[src/rtl/opfetch_seq.sv]
// Operand-fetch sequencer: reads rs1/rs2 through one register file read port, then holds
// snooped operands for execute. Optional define OPFETCH_SAME_REG_MERGE_EN skips RD2 when rs1==rs2.
module opfetch_seq #(
  parameter int unsigned XLEN = 64,
  parameter int unsigned RAW  = 5,
  parameter int unsigned PW   = 64
) (
  input  logic            clk,
  input  logic            rst,
  input  logic            in_valid_i,
  output logic            in_ready_o,
  input  logic [RAW-1:0]  in_rs1_i,
  input  logic [RAW-1:0]  in_rs2_i,
  input  logic            in_rs1_en_i,
  input  logic            in_rs2_en_i,
  input  logic [PW-1:0]   in_payload_i,
  output logic [RAW-1:0]  rf_raddr_o,
  input  logic [XLEN-1:0] rf_rdata_i,
  input  logic            wb_we_i,
  input  logic [RAW-1:0]  wb_waddr_i,
  input  logic [XLEN-1:0] wb_wdata_i,
  input  logic            flush_i,
  output logic            out_valid_o,
  input  logic            out_ready_i,
  output logic [XLEN-1:0] out_op1_o,
  output logic [XLEN-1:0] out_op2_o,
  output logic [PW-1:0]   out_payload_o
);

  typedef enum logic [1:0] {StIdle, StRd1, StRd2, StHold} state_e;

  state_e          state_q, state_d;
  logic [RAW-1:0]  rs1_q, rs1_d, rs2_q, rs2_d;
  logic            rs1_en_q, rs1_en_d, rs2_en_q, rs2_en_d;
  logic [XLEN-1:0] op1_q, op1_d, op2_q, op2_d;
  logic [PW-1:0]   payload_q, payload_d;

  logic            accept;
  logic            merge;
  logic            wb_hit;
  logic            snoop1, snoop2;
  logic [XLEN-1:0] rd1_val, rd2_val;

  assign accept = in_valid_i & (state_q == StIdle) & ~flush_i;

`ifdef OPFETCH_SAME_REG_MERGE_EN
  assign merge = rs1_en_q & rs2_en_q & (rs1_q == rs2_q);
`else
  assign merge = 1'b0;
`endif

  // An operand only snoops once its own read has retired; disabled operands never change.
  assign wb_hit = wb_we_i & (wb_waddr_i != '0);
  assign snoop1 = wb_hit & (wb_waddr_i == rs1_q) & rs1_en_q &
                  ((state_q == StRd2) | (state_q == StHold));
  assign snoop2 = wb_hit & (wb_waddr_i == rs2_q) & rs2_en_q & (state_q == StHold);

  assign rd1_val = (rs1_q == '0) ? '0 : rf_rdata_i;
  assign rd2_val = (rs2_q == '0) ? '0 : rf_rdata_i;

  always_ff @(posedge clk or posedge rst) begin
    if (rst) begin
      state_q <= StIdle;
    end else begin
      state_q <= state_d;
    end
  end

  always_comb begin
    state_d = state_q;
    if (flush_i) begin
      state_d = StIdle;
    end else begin
      unique case (state_q)
        StIdle: begin
          if (accept) begin
            if (in_rs1_en_i)      state_d = StRd1;
            else if (in_rs2_en_i) state_d = StRd2;
            else                  state_d = StHold;
          end
        end
        StRd1:   state_d = (rs2_en_q & ~merge) ? StRd2 : StHold;
        StRd2:   state_d = StHold;
        StHold:  if (out_ready_i) state_d = StIdle;
        default: state_d = StIdle;
      endcase
    end
  end

  always_comb begin
    in_ready_o  = (state_q == StIdle) & ~flush_i;
    out_valid_o = (state_q == StHold);
    rf_raddr_o  = '0;
    unique case (state_q)
      StRd1:   rf_raddr_o = rs1_q;
      StRd2:   rf_raddr_o = rs2_q;
      default: rf_raddr_o = '0;
    endcase
  end

  // Flush freezes every datapath register, including pending snoops.
  always_comb begin
    rs1_d     = rs1_q;
    rs2_d     = rs2_q;
    rs1_en_d  = rs1_en_q;
    rs2_en_d  = rs2_en_q;
    op1_d     = op1_q;
    op2_d     = op2_q;
    payload_d = payload_q;
    if (!flush_i) begin
      if (accept) begin
        rs1_d     = in_rs1_i;
        rs2_d     = in_rs2_i;
        rs1_en_d  = in_rs1_en_i;
        rs2_en_d  = in_rs2_en_i;
        payload_d = in_payload_i;
        op1_d     = '0;
        op2_d     = '0;
      end
      if (snoop1) op1_d = wb_wdata_i;
      if (snoop2) op2_d = wb_wdata_i;
      if (state_q == StRd1) begin
        op1_d = rd1_val;
        if (merge) op2_d = rd1_val;
      end
      if (state_q == StRd2) op2_d = rd2_val;
    end
  end

  always_ff @(posedge clk or posedge rst) begin
    if (rst) begin
      rs1_q     <= '0;
      rs2_q     <= '0;
      rs1_en_q  <= 1'b0;
      rs2_en_q  <= 1'b0;
      op1_q     <= '0;
      op2_q     <= '0;
      payload_q <= '0;
    end else begin
      rs1_q     <= rs1_d;
      rs2_q     <= rs2_d;
      rs1_en_q  <= rs1_en_d;
      rs2_en_q  <= rs2_en_d;
      op1_q     <= op1_d;
      op2_q     <= op2_d;
      payload_q <= payload_d;
    end
  end

  assign out_op1_o     = op1_q;
  assign out_op2_o     = op2_q;
  assign out_payload_o = payload_q;

endmodule

[config.mk]
export PLATFORM = sky130hd
export DESIGN_NAME = opfetch_seq
export DESIGN_NICKNAME = d
export VERILOG_FILES = /design/src/rtl/opfetch_seq.sv
export SDC_FILE = /design/constraint.sdc
export NUM_CORES = 1
export LEC_CHECK = 0
export ABC_AREA = 1
export ABC_CLOCK_PERIOD_IN_PS = 8600
export CORE_AREA = 2 2 162 164
export CTS_BUF_LIST = sky130_fd_sc_hd__clkbuf_8
export CTS_CLUSTER_SIZE = 30
export DETAILED_ROUTE_END_ITERATION = 6
export DIE_AREA = 0 0 164 166
export GPL_TIMING_DRIVEN = 0
export PLACE_DENSITY = 0.78
export SLEW_MARGIN = 20
export SYNTH_ARGS = -nofsm -noshare
export SYNTH_HDL_FRONTEND = slang
export SYNTH_SLANG_ARGS = --single-unit
export TNS_END_PERCENT = 30
[constraint.sdc]
create_clock -name clk -period 8.6 [get_ports clk]
set_clock_uncertainty 0.1 [all_clocks]
set_input_delay 1.29 -clock clk [delete_from_list [all_inputs] [get_ports clk]]
set_output_delay 1.29 -clock clk [all_outputs]
set_load 0.05 [all_outputs]
==> results of run 1 <==
==> per-stage QoR <==
stage,power (mW),TNS (ns),area (µm²),hold slack [ns]
detailed placement,5.664,0,15460,0.3650
global placement,5.612,-237.33,15400,0.3614
finish,6.595,0,16200,0.3757
CTS,6.619,0,16190,0.3811
floorplan,4.209,0,10840,0.3492
global route,6.946,0,16200,0.3851
==> worst paths after layout <==
| path | start | endpoint | slack (ns) | cells past startpoint |
|---|---|---|---|---|
| setup / recovery | state_q[0]$_DFFE_PP0P_ | rf_raddr_o[1] | 3.54 | 8 |
| hold / removal | out_payload_o[25]$_DFFE_PP0P_ | out_payload_o[25]$_DFFE_PP0P_ | 0.38 | 2 |
| setup reg to reg | state_q[1]$_DFFE_PP0P_ | out_op1_o[48]$_DFFE_PP0P_ | 6.10 | 9 |
| hold reg to reg | out_payload_o[25]$_DFFE_PP0P_ | out_payload_o[25]$_DFFE_PP0P_ | 0.38 | 2 |
| max in group asynchronous | rst | out_op1_o[58]$_DFFE_PP0P_ | 6.25 | 4 |
| min in group asynchronous | rst | out_payload_o[47]$_DFFE_PP0P_ | 0.95 | 2 |
==> kinds of logic (layout without fill, tap and decap cells) <==
family	Yosys count	count (layout)	synth area share, %
xor gates and xnor gates	2	2	0.1616
DFF	206	206	47.54
other	0	3	0
buffers and inverters	201	678	8.251
adders and majority gates	5	5	0.5770
and+or+nand+nor	1043	1043	39.35
AOI/OAI and AO/OA	85	85	4.120
==> flip-flops by register name, indices dropped and copies added, names as in the netlist <==
register and flops:
state_q 2, out_op2_o 64, rs1_en_q 1, out_payload_o 64
rs1_q 5, out_op1_o 64, rs2_en_q 1, rs2_q 5
==> final cells by class <==
class	count	area, µm²
antenna	3	7.507
buffer	111	556.8
clock buffer	47	646.9
clock inverter	15	87.58
fill	2294	9415
inverter	90	345.3
multi-input combinational	1135	4793
sequential	206	5155
tap	335	419.2
timing repair buffer	415	4189
==> power breakdown <==
group          internal, mW  total (mW)  switching, mW
Combinational          1.22        3.95           2.73
Clock                 0.517       0.930          0.414
Sequential             1.43        1.71          0.286
==> placed cells by master, fill, tap and decap left out, types with 2 or more instances in the layout <==
master           netlist  final
buf_1                 10     10
nand3_1              260    260
buf_2                 40     40
nor2_2                 3      3
clkbuf_1              45     45
diode_2                0      3
ha_1                   5      5
inv_2                  3      3
nand2_1              702    702
inv_1                 86     97
xor2_1                 2      2
buf_16                 0      2
clkbuf_8               0     47
dfrtp_1              206    206
nor2_1                71     71
a21oi_1                6      6
o21ai_1               29     29
nand2_2                3      3
clkdlybuf4s50_1        0    413
o21ai_0               46     46
nor3_1                 2      2
buf_6                  8      8
buf_4                  8      8
==> routing by layer <==
layer	global-route usage (%)	routed length, µm
met5	0	0
met4	13.16	1713
met3	7.717	4000
met2	53.64	20760
met1	34.65	15300
==> tightest hold or removal path, stage by stage (launching register included) <==
cell and delay (ns):
dfrtp_1 0.34, nand2_1 0.05, nand2_1 0.05
==> flow_metrics.env, run 1 <==
export IMPL_critPathTopFamily="buffers and inverters"
export IMPL_crit_chain="inv_1 -> ha_1 -> buf_4 -> clkbuf_1 -> clkbuf_1 -> nand2_1 -> a21oi_1 -> clkdlybuf4s50_1"
export IMPL_status="finished, final reports clean"
export IMPL_portBuffers=413
export IMPL_grt_pass1_vias=11870
export IMPL_finalHoldViolCount=0
export IMPL_rows=59
export IMPL_crit_arrival_ns=3.67
export IMPL_yosysSeqAreaShare_pct=47.54
export IMPL_crit_path_top_delay_cell="clkdlybuf4s50_1"
export IMPL_relSlewSlack_pct=50.92
export IMPL_yosysMostFrequentCell="nand2_1"
export IMPL_grt_antenna_before_repair=3
export IMPL_fin_crit_ns=5.061
export IMPL_finalWorstSetupSlack_ns=3.539
export IMPL_layoutNonFillerInstCount=2357
export IMPL_cts_tree="done"
export IMPL_fin_util_pct=63.24
export IMPL_synth_cells=1542
export IMPL_end_kind="output port"
export IMPL_fmax_mhz=197.6
export IMPL_placed_cells=2292
export IMPL_cts_sinks=206
export IMPL_dr_pass1_iters=7
export IMPL_post_cts_setup_buffers=0
export IMPL_clk_path_buf_depth=3
export IMPL_ys_warn_count=0
export IMPL_dieArea_mm2=0.02722
export IMPL_timing_final_crit_share_pct=58.85
export IMPL_ir_drop_mv=0.3411
export IMPL_setup_viol_count_final=0
export IMPL_synth_top_cell_area_share_pct=47.54
export IMPL_htreeDepth=2
export IMPL_clock_root_buffer="clkbuf_8"
export IMPL_cp_start_kind="register"
export IMPL_post_place_ws_ns=4.012
export IMPL_drv_cap=0
export IMPL_core_area_mm2=0.02562
export IMPL_holdCritPathClass="register to register"
export IMPL_worstSetupPathType="register to output port"
export IMPL_grt_pass1_wl_um=64750
export IMPL_die_w_um=164
export IMPL_syn_nets=1762
export IMPL_initialDrtViolationCount=926
export IMPL_die_h_um=166
export IMPL_crit_buf_inv=5
export IMPL_cellPowerDensity_mw_per_mm2=407.1
export IMPL_path_clk_slew_ns=0.07
export IMPL_rsz0062_at_grt="false"
export IMPL_drc_errors=0
export IMPL_grt_util_all_layers_pct=30.43
export IMPL_nNetsFinal=2216
export IMPL_drt_total_wl_um=41780
export IMPL_cts_resized=0
export IMPL_finalWeightedCongestion=0.9219
export IMPL_vias_per_cell=5.105
export IMPL_synth_seq_cells=206
export IMPL_ant_nets=0
export IMPL_synthArstFlopShare_pct=100.0
export IMPL_synth_area_leaders="dfrtp_1, nand2_1, nand3_1"
export IMPL_cp_slowest_stage_delay_ns=0.85
export IMPL_synth_cell_type_count=26
export IMPL_synth_area_mm2=0.01084
export IMPL_crit_top_cell="clkbuf_1"
export IMPL_cts_buffers=37
export IMPL_p_leak_nw=8.330
export IMPL_synth_edff_count=0
export IMPL_maxSlewViolCount=0
export IMPL_drive_above_1_share_pct=5.944
export IMPL_synth_ff_type="dfrtp_1"
export IMPL_area_growth_pct=49.41
export IMPL_hold_buffers=0
export IMPL_syn_area_per_cell_um2=7.032
export IMPL_path_max_fanout=10
export IMPL_insertion_delay_ns=0.53
export IMPL_synth_top_area_cell="dfrtp_1"
export IMPL_post_dp_hpwl_um=31550
export IMPL_grt_ovfl_total=0
export IMPL_io_pins=414
export IMPL_wl_per_cell_um=17.73
export IMPL_tightest_slew_ns=0.7342
export IMPL_worstPathRequired_ns=7.21
export IMPL_dr_total_vias=12030
export IMPL_synthTopCellsByCount="nand2_1, nand3_1, dfrtp_1"
export IMPL_start_util_pct=42.33
export IMPL_grt_max_degree=105
Power figures use the tool's default switching activity.
==> run 2, diff against run 1 <==
Settings changed: ABC_CLOCK_PERIOD_IN_PS 8600 to 4900.
Clock period 8.6 ns to 4.9 ns, I/O delays scaled along.
==> run 2 against run 1 <==
  * Sequential power increased by 76%
  * Core utilization increased by 0.13 points
  * Sequential share of layout area decreased by 0.066 points
  * Count of clock-buffer cells in the layout decreased by 3
  * Final cell count about the same
  * Setup slack got worse by 3.1 ns
  * Total power increased by 75%
  * Via count increased by 0.37%
  * Die area unchanged
  * Design area increased by 0.21%
  * Critical path depth unchanged
  * Critical path type unchanged
  * Critical endpoint is now rf_raddr_o[3]
  * Largest power group unchanged
==> flow_metrics.env, run 2 (synthesized netlist as in run 1, its figures left out) <==
export IMPL_nNetsFinal=2221
export IMPL_register_area_mm2=0.005155
export IMPL_fmax_mhz=223.0
export IMPL_grt_met1_usage_pct=34.43
export IMPL_rows=59
export IMPL_rsz0062_at_grt="false"
export IMPL_grtUsageMet2_pct=54.31
export IMPL_path_max_fanout=10
export IMPL_cts_tree="done"
export IMPL_crit_arrival_ns=3.65
export IMPL_hp_start="out_op2_o[25]$_DFFE_PP0P_"
export IMPL_cts_buffers=37
export IMPL_layout_common_cells="nand2_1, clkdlybuf4s50_1, nand3_1"
export IMPL_r2r_start="state_q[0]$_DFFE_PP0P_"
export IMPL_core_area_mm2=0.02562
export IMPL_clk_path_buf_depth=3
export IMPL_io_pins=414
export IMPL_hold_path_depth=2
export IMPL_wl_per_cell_um=17.80
export IMPL_ant_nets=0
export IMPL_setup_viol_count_final=0
export IMPL_grt_util_all_layers_pct=31.00
export IMPL_dieArea_mm2=0.02722
export IMPL_setup_tns_ns=0
export IMPL_n_fill_cell=2297
export IMPL_grtUsageMet3_pct=7.992
export IMPL_timing_final_crit_share_pct=91.50
export IMPL_busiest_layer="met2"
export IMPL_finalHoldViolCount=0
export IMPL_area_growth_pct=49.72
export IMPL_multi_input_area_mm2=0.004793
export IMPL_maxSlewViolCount=0
export IMPL_grt_max_degree=34
export IMPL_vias_per_cell=5.121
export IMPL_fin_crit_ns=4.484
export IMPL_grt_pass1_vias=12360
export IMPL_portBuffers=413
export IMPL_clock_root_buffer="clkbuf_8"
export IMPL_r2r_end="out_op2_o[1]$_DFFE_PP0P_"
export IMPL_grt_pass1_wl_um=65880
export IMPL_post_cts_setup_buffers=0
export IMPL_rrSetupSlack_ns=2.40
export IMPL_ir_drop_mv=0.5112
export IMPL_dr_pass1_iters=5
export IMPL_post_dp_hpwl_um=32190
export IMPL_drv_cap=0
export IMPL_start_util_pct=42.33
export IMPL_tightest_slew_ns=0.7731
export IMPL_whs_endpoint="out_op2_o[25]$_DFFE_PP0P_"
export IMPL_htreeDepth=2
export IMPL_initialDrtViolationCount=983
export IMPL_worstSetupPathType="register to output port"
export IMPL_worstPathRequired_ns=4.07
export IMPL_total_power_mw=11.51
export IMPL_relSlewSlack_pct=48.32
export IMPL_cp_start_kind="register"
export IMPL_hold_buffers=0
export IMPL_layout_commonest_cell="nand2_1"
export IMPL_grt_antenna_before_repair=2
export IMPL_holdCritPathClass="register to register"
export IMPL_path_clk_slew_ns=0.06
export IMPL_cts_resized=0
export IMPL_cts_sinks=206
export IMPL_reg2regPathDepth=9
export IMPL_finalWeightedCongestion=0.9291
export IMPL_die_h_um=166
export IMPL_dr_total_vias=12080
export IMPL_end_kind="output port"
export IMPL_drt_total_wl_um=41970
export IMPL_grt_ovfl_total=0
export IMPL_status="finished, final reports clean"
export IMPL_drc_errors=0
export IMPL_insertion_delay_ns=0.54
export IMPL_cellPowerDensity_mw_per_mm2=709.0
export IMPL_die_w_um=164
export IMPL_drive_above_1_share_pct=6.284
export IMPL_p_leak_nw=8.330
==> run 2: metrics by stage <==
step | hold slack (ns) | std cells | instance area (µm²) | setup slack [ns] | util [%]
2_1_floorplan | 0.3492 | 1542 | 10850 | 1.393 | -
3_3_place_gp | 0.3612 | 2290 | 15400 | -0.2047 | 60.12
3_5_place_dp | 0.3644 | 2297 | 15550 | 0.9641 | 60.69
4_1_cts | 0.3813 | 2356 | 16230 | 0.3632 | 63.36
5_1_grt | 0.3958 | 2358 | 16230 | 0.2401 | 63.38
6_report | 0.3780 | 2358 | 16230 | 0.4165 | 63.38
==> run 2: cell type report <==
class | instances | area share, %
plain buffers | 111 | 3.430
multi-input cells | 1135 | 29.53
repair buffers | 420 | 26.37
clock buffers | 44 | 3.730
clock inverters | 15 | 0.4701
diodes | 2 | 0.03083
well taps | 335 | 2.582
inverters | 90 | 2.104
flip-flops and latches | 206 | 31.75
==> run 2: how the worst max path moves through the flow <==
stage,startpoint,end,slack (ns),cells after the start
after floorplan,rst,out_op1_o[0]$_DFFE_PP0P_,1.39,1
after global placement,rst,out_op2_o[35]$_DFFE_PP0P_,-0.20,2
after detailed placement,state_q[0]$_DFFE_PP0P_,rf_raddr_o[3],0.96,8
after CTS,state_q[0]$_DFFE_PP0P_,rf_raddr_o[3],0.36,8
after global routing,state_q[0]$_DFFE_PP0P_,rf_raddr_o[4],0.24,8
final,state_q[0]$_DFFE_PP0P_,rf_raddr_o[3],0.42,8
==> run 2: metal layers <==
metal | share of wire [%] | vias up
met5 | 0 | -
met4 | 5.4 | 0
met3 | 9.4 | 141
met2 | 49 | 596
met1 | 36 | 5577
li1 | - | 5762
==> run 2: power by group <==
group	switching (mW)	internal, mW
registers	0.503	2.50
logic	4.80	2.15
clock network	0.735	0.813
==> run 2: worst max-delay path, cell delays in order (launching register included) <==
cell and delay [ns]:
dfrtp_1 0.41, inv_1 0.12, ha_1 0.15, buf_4 0.19, clkbuf_1 0.50, clkbuf_1 0.53
nand2_1 0.10, a21oi_1 0.19, clkdlybuf4s50_1 0.89
